File: src/rtl/fp_pkg.sv
// fp_pkg: operand class encoding and flag bit positions shared by the fp multiplier
package fp_pkg;
    typedef enum logic [1:0] {ZERO, NORM, INF, NAN} fp_class_e;
    localparam int FLG_INV = 3;
    localparam int FLG_OVF = 2;
    localparam int FLG_UDF = 1;
    localparam int FLG_INX = 0;
endpackage

File: src/rtl/fp_classify.sv
// fp_classify: splits an operand into fields, flushes subnormals to zero and decodes its class
module fp_classify import fp_pkg::*; #(
    parameter int EXP_W = 5,
    parameter int MAN_W = 10,
    localparam int W = 1 + EXP_W + MAN_W
) (
    input  logic [W-1:0]     x,
    output logic             sign,
    output logic [EXP_W-1:0] exp,
    output logic [MAN_W-1:0] man,
    output fp_class_e        cls
);
    always_comb begin
        sign = x[W-1];
        exp  = x[W-2:MAN_W];
        man  = exp == '0 ? '0 : x[MAN_W-1:0];
        cls  = exp == '0 ? ZERO : exp != '1 ? NORM : man != '0 ? NAN : INF;
    end
endmodule

File: src/rtl/fp_mul_pipe.sv
// fp_mul_pipe: three-stage round-to-nearest-even floating-point multiplier with valid/ready flow control
module fp_mul_pipe import fp_pkg::*; #(
    parameter int EXP_W = 5,
    parameter int MAN_W = 10,
    localparam int W = 1 + EXP_W + MAN_W
) (
    input  logic         clk,
    input  logic         rst,
    input  logic         in_valid,
    output logic         in_ready,
    input  logic [W-1:0] a,
    input  logic [W-1:0] b,
    output logic         out_valid,
    input  logic         out_ready,
    output logic [W-1:0] y,
    output logic [3:0]   flags
);
    localparam int P_W = 2 * (MAN_W + 1);
    localparam int E_W = EXP_W + 2;
    localparam logic [E_W-1:0] BIAS  = E_W'((1 << (EXP_W - 1)) - 1);
    localparam logic [E_W-1:0] E_MAX = E_W'((1 << EXP_W) - 1);
    localparam logic [W-1:0]   QNAN  = {1'b0, {EXP_W{1'b1}}, 1'b1, {(MAN_W-1){1'b0}}};
    typedef struct packed {
        logic             sign;
        logic [EXP_W-1:0] exp;
        logic [MAN_W-1:0] man;
        fp_class_e        cls;
    } fp_unp_t;
    fp_unp_t ua, ub;
    logic en, v1, v2, sg1, sg2, g2, st2;
    fp_class_e ca1, cb1, ca2, cb2;
    logic [E_W-1:0] e1, e2, e3;
    logic [P_W-1:0] p1;
    logic [P_W-2:0] nrm;
    logic [MAN_W-1:0] m2, mr;
    logic up, c, ovf, udf, nan, inv, inf, zero, sp;
    logic [W-1:0] y_n;
    logic [3:0] flags_n;
    fp_classify #(.EXP_W(EXP_W), .MAN_W(MAN_W)) u_cls_a (
        .x(a), .sign(ua.sign), .exp(ua.exp), .man(ua.man), .cls(ua.cls)
    );
    fp_classify #(.EXP_W(EXP_W), .MAN_W(MAN_W)) u_cls_b (
        .x(b), .sign(ub.sign), .exp(ub.exp), .man(ub.man), .cls(ub.cls)
    );
    assign en       = out_ready || !out_valid;
    assign in_ready = en;
    // Drop the hidden leading one; what remains is mantissa, guard, then sticky bits
    assign nrm = p1[P_W-1] ? p1[P_W-2:0] : {p1[P_W-3:0], 1'b0};
    always_comb begin
        up      = g2 && (st2 || m2[0]);
        {c, mr} = {1'b0, m2} + {{MAN_W{1'b0}}, up};
        e3      = e2 + {{(E_W-1){1'b0}}, c};
        ovf     = !e3[E_W-1] && e3 >= E_MAX;
        udf     = e3[E_W-1] || e3 == '0;
        nan     = ca2 == NAN || cb2 == NAN;
        inv     = (ca2 == INF && cb2 == ZERO) || (ca2 == ZERO && cb2 == INF);
        inf     = ca2 == INF || cb2 == INF;
        zero    = ca2 == ZERO || cb2 == ZERO;
        sp      = nan || inf || zero;
        y_n     = nan || inv ? QNAN :
                  inf || (!zero && ovf) ? {sg2, {EXP_W{1'b1}}, {MAN_W{1'b0}}} :
                  zero || udf ? {sg2, {(W-1){1'b0}}} : {sg2, e3[EXP_W-1:0], mr};
        flags_n          = '0;
        flags_n[FLG_INV] = inv && !nan;
        flags_n[FLG_OVF] = !sp && ovf;
        flags_n[FLG_UDF] = !sp && udf;
        flags_n[FLG_INX] = !sp && (g2 || st2 || ovf || udf);
    end
    always_ff @(posedge clk) begin
        if (rst) begin
            v1        <= 1'b0;
            v2        <= 1'b0;
            out_valid <= 1'b0;
            y         <= '0;
            flags     <= '0;
        end else if (en) begin
            v1        <= in_valid;
            v2        <= v1;
            out_valid <= v2;
            y         <= y_n;
            flags     <= flags_n;
        end
    end
    always_ff @(posedge clk) begin
        if (en) begin
            sg1 <= ua.sign ^ ub.sign;
            ca1 <= ua.cls;
            cb1 <= ub.cls;
            e1  <= E_W'(ua.exp) + E_W'(ub.exp) - BIAS;
            p1  <= P_W'({1'b1, ua.man}) * P_W'({1'b1, ub.man});
            sg2 <= sg1;
            ca2 <= ca1;
            cb2 <= cb1;
            e2  <= e1 + {{(E_W-1){1'b0}}, p1[P_W-1]};
            m2  <= nrm[P_W-2 -: MAN_W];
            g2  <= nrm[MAN_W];
            st2 <= |nrm[MAN_W-1:0];
        end
    end
endmodule
File: config.mk
export PLATFORM = sky130hd
export DESIGN_NAME = fp_mul_pipe
export DESIGN_NICKNAME = d
export VERILOG_FILES = /design/src/rtl/fp_pkg.sv /design/src/rtl/fp_classify.sv /design/src/rtl/fp_mul_pipe.sv
export SDC_FILE = /design/constraint.sdc
export NUM_CORES = 1
export LEC_CHECK = 0
export BUFFER_PORTS_ARGS = -buffer_cell sky130_fd_sc_hd__buf_4
export CAP_MARGIN = 20
export CORE_ASPECT_RATIO = 1.4
export CORE_MARGIN = 3
export CORE_UTILIZATION = 58
export DETAILED_ROUTE_END_ITERATION = 10
export GPL_ROUTABILITY_DRIVEN = 0
export PLACE_DENSITY = 0.73
export SLEW_MARGIN = 20
export SYNTH_ARGS = -nofsm -noshare
export SYNTH_HDL_FRONTEND = slang
export SYNTH_HIERARCHICAL = 1
export SYNTH_SLANG_ARGS = --single-unit
File: constraint.sdc
create_clock -name clk -period 17.89 [get_ports clk]
set_input_delay 2.6835 -clock clk [delete_from_list [all_inputs] [get_ports clk]]
set_output_delay 2.6835 -clock clk [all_outputs]
set_load 0.005 [all_outputs]
==> results.cfg, run 1 <==
[status]
status = finished clean

[clock_network]
postCtsSetupBuffers = 0
cts_tree = built
cts.sinks = 81
cts_inserted_buffers = 9
clk_pin_slew_worst_paths_ps = 60
ctsHoldBuffers = 0
ctsHtreeMaxLevel = 3
cts_root_buf = clkbuf_16
clkLatencyLatePin_ps = 340
cts.path.max_buffers = 2
cts_resized = 0

[floorplan]
core_um2 = 13400
initial_core_util_pct = 59.6
io_pins = 58
rows = 50
die_w_um = 105
die_area_um2 = 15200
die_y_um = 145

[place]
dp_hpwl_um = 13900
port_buffers = 57
pre_cts_slack_ps = 9370
dp_cells = 1013

[synthesis]
synth-compound-area-share_pct = 7.84
synth_area_per_cell_um2 = 9.82
synthArstFlopShare_pct = 0
synth_cell_type_count = 66
yosys_warnings = 6
synth-xor-area-share_pct = 3.81
synth_fp_nets = 1003
seq_area_frac_synth_pct = 27.6
synth_top_area_share_pct = 21.8
synthMuxAreaShare_pct = 1.93
synth_area_leaders = edfxtp_1 22%, fa_1 20%, ha_1 12%
synthSimpleGateAreaFrac_pct = 17.1
yosys.area.top_type = edfxtp_1
synthesis.area_um2 = 7980
synth_flop_cell = edfxtp_1
synth_cells = 812
synth_top_family_by_area = adder cells
synth_adder_area_share_pct = 31.9
ys_ff_latch = 81
synth_enable_flop_cells = 58

[worst_setup_path]
crit_family = adder cells
cp_num_buf_inv = 6
cp-start-kind = input pin
slowest_stage = or4_4
startpoint = b[10]
reg2reg_from = st2$_DFFE_PP_
path_class = input pin to flip-flop
worst_ep_required_time_ps = 18040
critPathCaptureType = flip-flop
critical_path.cell_chain = buf_4 > or4_4 > nor2_4 > nor2b_2 > inv_1 > nor2_1 > fa_1 > inv_1 > fa_1 > inv_1 > fa_1 > fa_1 > inv_1 > fa_1 > inv_1 > ha_1 > nand2_1 > a211oi_1 > o211ai_1 > a211o_1 > o311ai_1
critPathArrivalTime_ps = 8370
rrSetupSlack_ps = 14220
crit_fanout = 11
cpPeakStageDelay_ps = 540

[cells_and_area]
final_cell_mix = 141 x inv_1, 85 x nand2_1, 81 x fa_1
fin_cells = 1029
n_antenna_cell = 0
final_common_cell = inv_1
nNetsFinal = 1033
drive_gt1_share_pct = 14.6
area_growth_pct = 9.04
nFillCells = 1115

[global_routing]
antenna_found_initial = 0
track_usage_pct = 22.7
grt-ovfl-total = 0
grt_max_degree = 69
grt_pass1_wl_um = 27100
grt_pass1_vias = 5841

[route]
dr.pass1.iters = 5
via_per_inst = 5.48
drcViolationCount = 0
ant_nets = 0
vias = 5637
drt-total-wl_um = 16500
drt_first_iter_violations = 236
wl_per_cell_um = 16.1

[sta]
setup_slack_ps = 9670
period_needed_ps = 8220
hold_viol_final = 0
timing.final.crit_share_pct = 45.9
setup_violations = 0
fin_tns_setup_ps = 0
fmax_mhz = 122
tightest_slew_ps = 790
relSlewSlack_pct = 47.2
skew_ps = 5.35
report.final.slew_viol_count = 0
rsz0062_at_grt = false

[pwr]
p_per_area_nw_per_um2 = 154
leakage_uw = 0.00410
ir_drop_mv = 0.113

[run]
max-cap-violations = 0

[min_path]
hold_path.class = flip-flop to flip-flop
hp-start = cb1[1]$_DFFE_PP_
## worst register-to-register path, cell delays in order, from the launching register on
cell,delay (ps)
edfxtp_1,350
o21a_1,130
ha_1,180
ha_1,190
nand3_1,150
nor3_1,280
and3_1,280
ha_1,260
ha_1,280
nand2_1,100
o21a_2,220
a311o_1,380
or3b_1,580
o21ai_2,210
## state kept, by name, summed over array words and instances, names as in the netlist
name / cells
cb1: 2
g2: 1
p1: 22
sg2: 1
e1: 7
ca2: 2
v2: 1
flags: 4
sg1: 1
v1: 1
out_valid: 1
y: 16
ca1: 2
st2: 1
cb2: 2
e2: 7
m2: 10
## worst paths after layout
check | to | cells past startpoint
setup reg to reg | y[5]$_SDFFE_PP0P_ | 13
hold reg to reg | cb2[1]$_DFFE_PP_ | 0
setup / recovery | p1[19]$_DFFE_PP_ | 21
hold / removal | cb2[1]$_DFFE_PP_ | 0
## routing by layer
metal	global-route usage [%]	up-vias	wire [um]
li1	-	2696	-
met1	23.2	2718	5770
met4	16.4	0	1240
met5	0	-	0
met2	42.6	163	8920
met3	3.24	60	600
## final cells by class
class | count | area [um^2] | area share, %
tap | 182 | 228 | 2.62
timing repair buffer | 58 | 435 | 5.01
clock buffer | 9 | 225 | 2.59
sequential | 81 | 2200 | 25.3
clock inverter | 7 | 76.3 | 0.878
inverter | 142 | 533 | 6.13
multi-input combinational | 550 | 5000 | 57.5
## power by group
part | total (uW) | leakage (uW) | switching, uW | internal, uW
sequential | 343 | 0.000796 | 39.3 | 304
clock | 183 | 0.000144 | 74.2 | 109
combinational | 811 | 0.00316 | 454 | 356
## per-stage QoR
step | hold WS, ps | instance area (um^2) | power (uW) | utilization (%)
finish | 435 | 8700 | 1340 | 65.0
global route | 441 | 8700 | 1470 | 65.0
CTS | 439 | 8700 | 1340 | 65.0
detailed placement | 406 | 8390 | 1150 | 62.7
global placement | 420 | 8390 | 1120 | 62.7
floorplan | 400 | 7980 | 968 | -
## synthesized netlist by cell type, types with 20 or more instances
library cell	count
inv_1	142
fa_1	81
xnor2_1	20
nand2_1	85
ha_1	74
clkbuf_1	20
nor2_1	40
and2_1	40
dfxtp_1	23
a21oi_1	21
edfxtp_1	58
## kinds of logic (layout without fill, tap and decap cells)
family	Yosys count	count (layout)
DFF	81	81
buffers and inverters	181	216
muxes	14	14
xor gates and xnor gates	33	33
and+or+nand+nor	260	260
AOI/OAI and AO/OA	88	88
adders and majority gates	155	155
Note: power is estimated with default switching activity, not from simulation.
==> run 2: changes to the inputs <==
--- a/config.mk
+++ b/config.mk
@@ -5,6 +5,7 @@
 export SDC_FILE = /design/constraint.sdc
 export NUM_CORES = 1
 export LEC_CHECK = 0
+export ABC_AREA = 1
 export BUFFER_PORTS_ARGS = -buffer_cell sky130_fd_sc_hd__buf_4
 export CAP_MARGIN = 20
 export CORE_ASPECT_RATIO = 1.4
==> constraint.sdc (replaced) <==
create_clock -name clk -period 8.2 [get_ports clk]
set_input_delay 1.23 -clock clk [delete_from_list [all_inputs] [get_ports clk]]
set_output_delay 1.23 -clock clk [all_outputs]
set_load 0.005 [all_outputs]
==> run 2 against run 1 <==
Effect of this change:
- sequential power increased by 120%
- final cell count up 23%
- via count increased by 14%
- synthesized cell count is 29% higher
- clock-buffer cell count unchanged
- largest cell class unchanged
- largest power group unchanged
==> results.cfg, run 2 <==
[route]
wl_per_cell_um = 13.8
drt_first_iter_violations = 266
vias = 6417
drt-total-wl_um = 17500
via_per_inst = 5.06
dr.pass1.iters = 6
drcViolationCount = 0
ant_nets = 0

[place]
pre_cts_slack_ps = 1670
placed_cell_area_um2 = 8860
dp_hpwl_um = 14600
port_buffers = 57

[cells_and_area]
largest_reg_flops = 22
area_growth_pct = 8.84
largestRegisters = p1 x22, y x16, m2 x10
n_antenna_cell = 0
drive_gt1_share_pct = 9.51
nNetsFinal = 1269
postLayoutCoreUtil_pct = 65.1
nFillCells = 1200
final_common_cell = inv_1
final_cell_mix = 262 x inv_1, 226 x nand2_1, 102 x nor2_1
regMostFlops = p1
multiInputGateArea_um2 = 4990
regArea_um2 = 2200
fin_area_um2 = 9140

[sta]
skew_ps = 4.47
fin_tns_setup_ps = 0
setup_slack_ps = 2000
period_needed_ps = 6200
relSlewSlack_pct = 41.9
tightest_slew_ps = 872
report.final.slew_viol_count = 0
timing.final.crit_share_pct = 75.6
rsz0062_at_grt = false
hold_viol_final = 0
setup_violations = 0
fmax_mhz = 161

[worst_setup_path]
critPathArrivalTime_ps = 6280
worst_ep_required_time_ps = 8280
path_class = input pin to flip-flop
r2r_cells = 18
rrSetupSlack_ps = 5040
critPathCaptureType = flip-flop
crit_fanout = 15
r2r-end = y[9]$_SDFFE_PP0P_
cp-start-kind = input pin
reg2reg_from = st2$_DFFE_PP_

[synthesis]
yosys.area.top_type = edfxtp_1
synth_enable_flop_cells = 58
synth_top_area_share_pct = 20.7
synth.most_common_cell = inv_1
seq_area_frac_synth_pct = 26.2
yosys_warnings = 6
synthArstFlopShare_pct = 0
synth_cell_type_count = 45
synth_cells = 1049
synth_fp_nets = 1240
synth_area_per_cell_um2 = 8.00
synthesis.area_um2 = 8390
synth_area_leaders = edfxtp_1 21%, fa_1 19%, inv_1 12%
synth_flop_cell = edfxtp_1
ys_ff_latch = 81
synthTopCellsByCount = 262 x inv_1, 226 x nand2_1, 102 x nor2_1

[clock_network]
clk_pin_slew_worst_paths_ps = 60
postCtsSetupBuffers = 0
ctsHoldBuffers = 0
cts_tree = built
cts.sinks = 81
cts_root_buf = clkbuf_16
ctsHtreeMaxLevel = 3
cts.path.max_buffers = 2
cts_inserted_buffers = 9
clkLatencyLatePin_ps = 340
cts_resized = 0

[pwr]
finalPower_uw = 2940
power_switching_uw = 1350
intPower_uw = 1590
pwr-share-seq_pct = 25.3
ir_drop_mv = 0.338
comb_power_share_pct = 62.1
leakage_uw = 0.00503
p_per_area_nw_per_um2 = 322
power_frac_clock_pct = 12.6
swShare_pct = 46.0

[floorplan]
die_area_um2 = 16000
io_pins = 58
core_um2 = 14000
initial_core_util_pct = 59.8
rows = 51
die_w_um = 108
die_y_um = 148

[global_routing]
grt_pass1_wl_um = 29800
grt_max_degree = 77
track_usage_pct = 23.8
antenna_found_initial = 0
grt-ovfl-total = 0
grt_pass1_vias = 6701

[run]
max-cap-violations = 0

[min_path]
hp-start = cb1[1]$_DFFE_PP_
min_to = cb2[1]$_DFFE_PP_
hold_path.class = flip-flop to flip-flop
hold_depth = 0

[status]
status = finished clean
-- run 2: changes by cell type after synthesis, moves of 10 or more --
cell and delta:
nand4_1 +12, nor2_1 +62, nor2b_2 -18, xnor2_1 -10, and2_1 -39, nand3_1 +13
mux2_2 -10, inv_1 +120, o21ai_0 +16, nand2_1 +141
-- run 2: how the worst max path moves through the flow --
stage,from,endpoint,slack (ps),cells after the start
after global placement,a[11],p1[17]$_DFFE_PP_,1760,22
after detailed placement,a[11],p1[17]$_DFFE_PP_,1670,22
after global routing,a[11],p1[18]$_DFFE_PP_,1670,25
after CTS,a[11],p1[17]$_DFFE_PP_,2020,22
final,b[11],p1[17]$_DFFE_PP_,2000,22
after floorplan,b[11],p1[17]$_DFFE_PP_,2120,23
-- run 2: through the flow --
step                      std cells  hold WS [ps]
after floorplan                1049           400
after global placement         1252           403
after detailed placement       1252           407
after CTS                      1268           421
after global routing           1268           441
final                          1268           424
-- run 2: final cells by class --
type | instances | share of cell area [%]
clock buffers | 9 | 2.47
multi-input cells | 662 | 54.6
clock inverters | 7 | 0.575
inverters | 266 | 10.9
repair buffers | 58 | 4.77
flip-flops and latches | 81 | 24.1
well taps | 185 | 2.53
-- run 2: power groups by stage --
stage / logic [uW] / clock network [uW] / registers [uW]
after CTS: 1840 / 378 / 745
final: 1830 / 370 / 745
after detailed placement: 1820 / 0 / 753
after global routing: 2130 / 394 / 764
after floorplan: 1410 / 0 / 727
after global placement: 1790 / 0 / 748
-- run 2: cells by family after synthesis --
group	after synthesis	share of synthesized area [%]
AOI/OAI and AO/OA	80	5.57
muxes	1	0.134
adders and majority gates	155	30.3
DFF	81	26.2
xor gates and xnor gates	27	3.04
buffers and inverters	306	14.3
and+or+nand+nor	399	20.4
-- run 2: worst max-delay path: stages --
cell	delay [ps]
buf_4	120
nor2_1	130
nand3_2	230
nand2_1	130
inv_1	200
nand2_1	120
inv_1	60
fa_1	520
inv_1	60
fa_1	560
inv_1	60
fa_1	470
fa_1	550
inv_1	50
fa_1	520
inv_1	40
ha_1	350
a21o_1	190
a21boi_0	270
o21a_1	160
o21ai_0	90
xor2_1	170
-- run 2: routing by layer --
layer	part of all wire (%)	track usage, %
met4	4.7	11.7
met2	56	47.0
met3	3.1	2.82
met5	0	0
met1	36	23.8
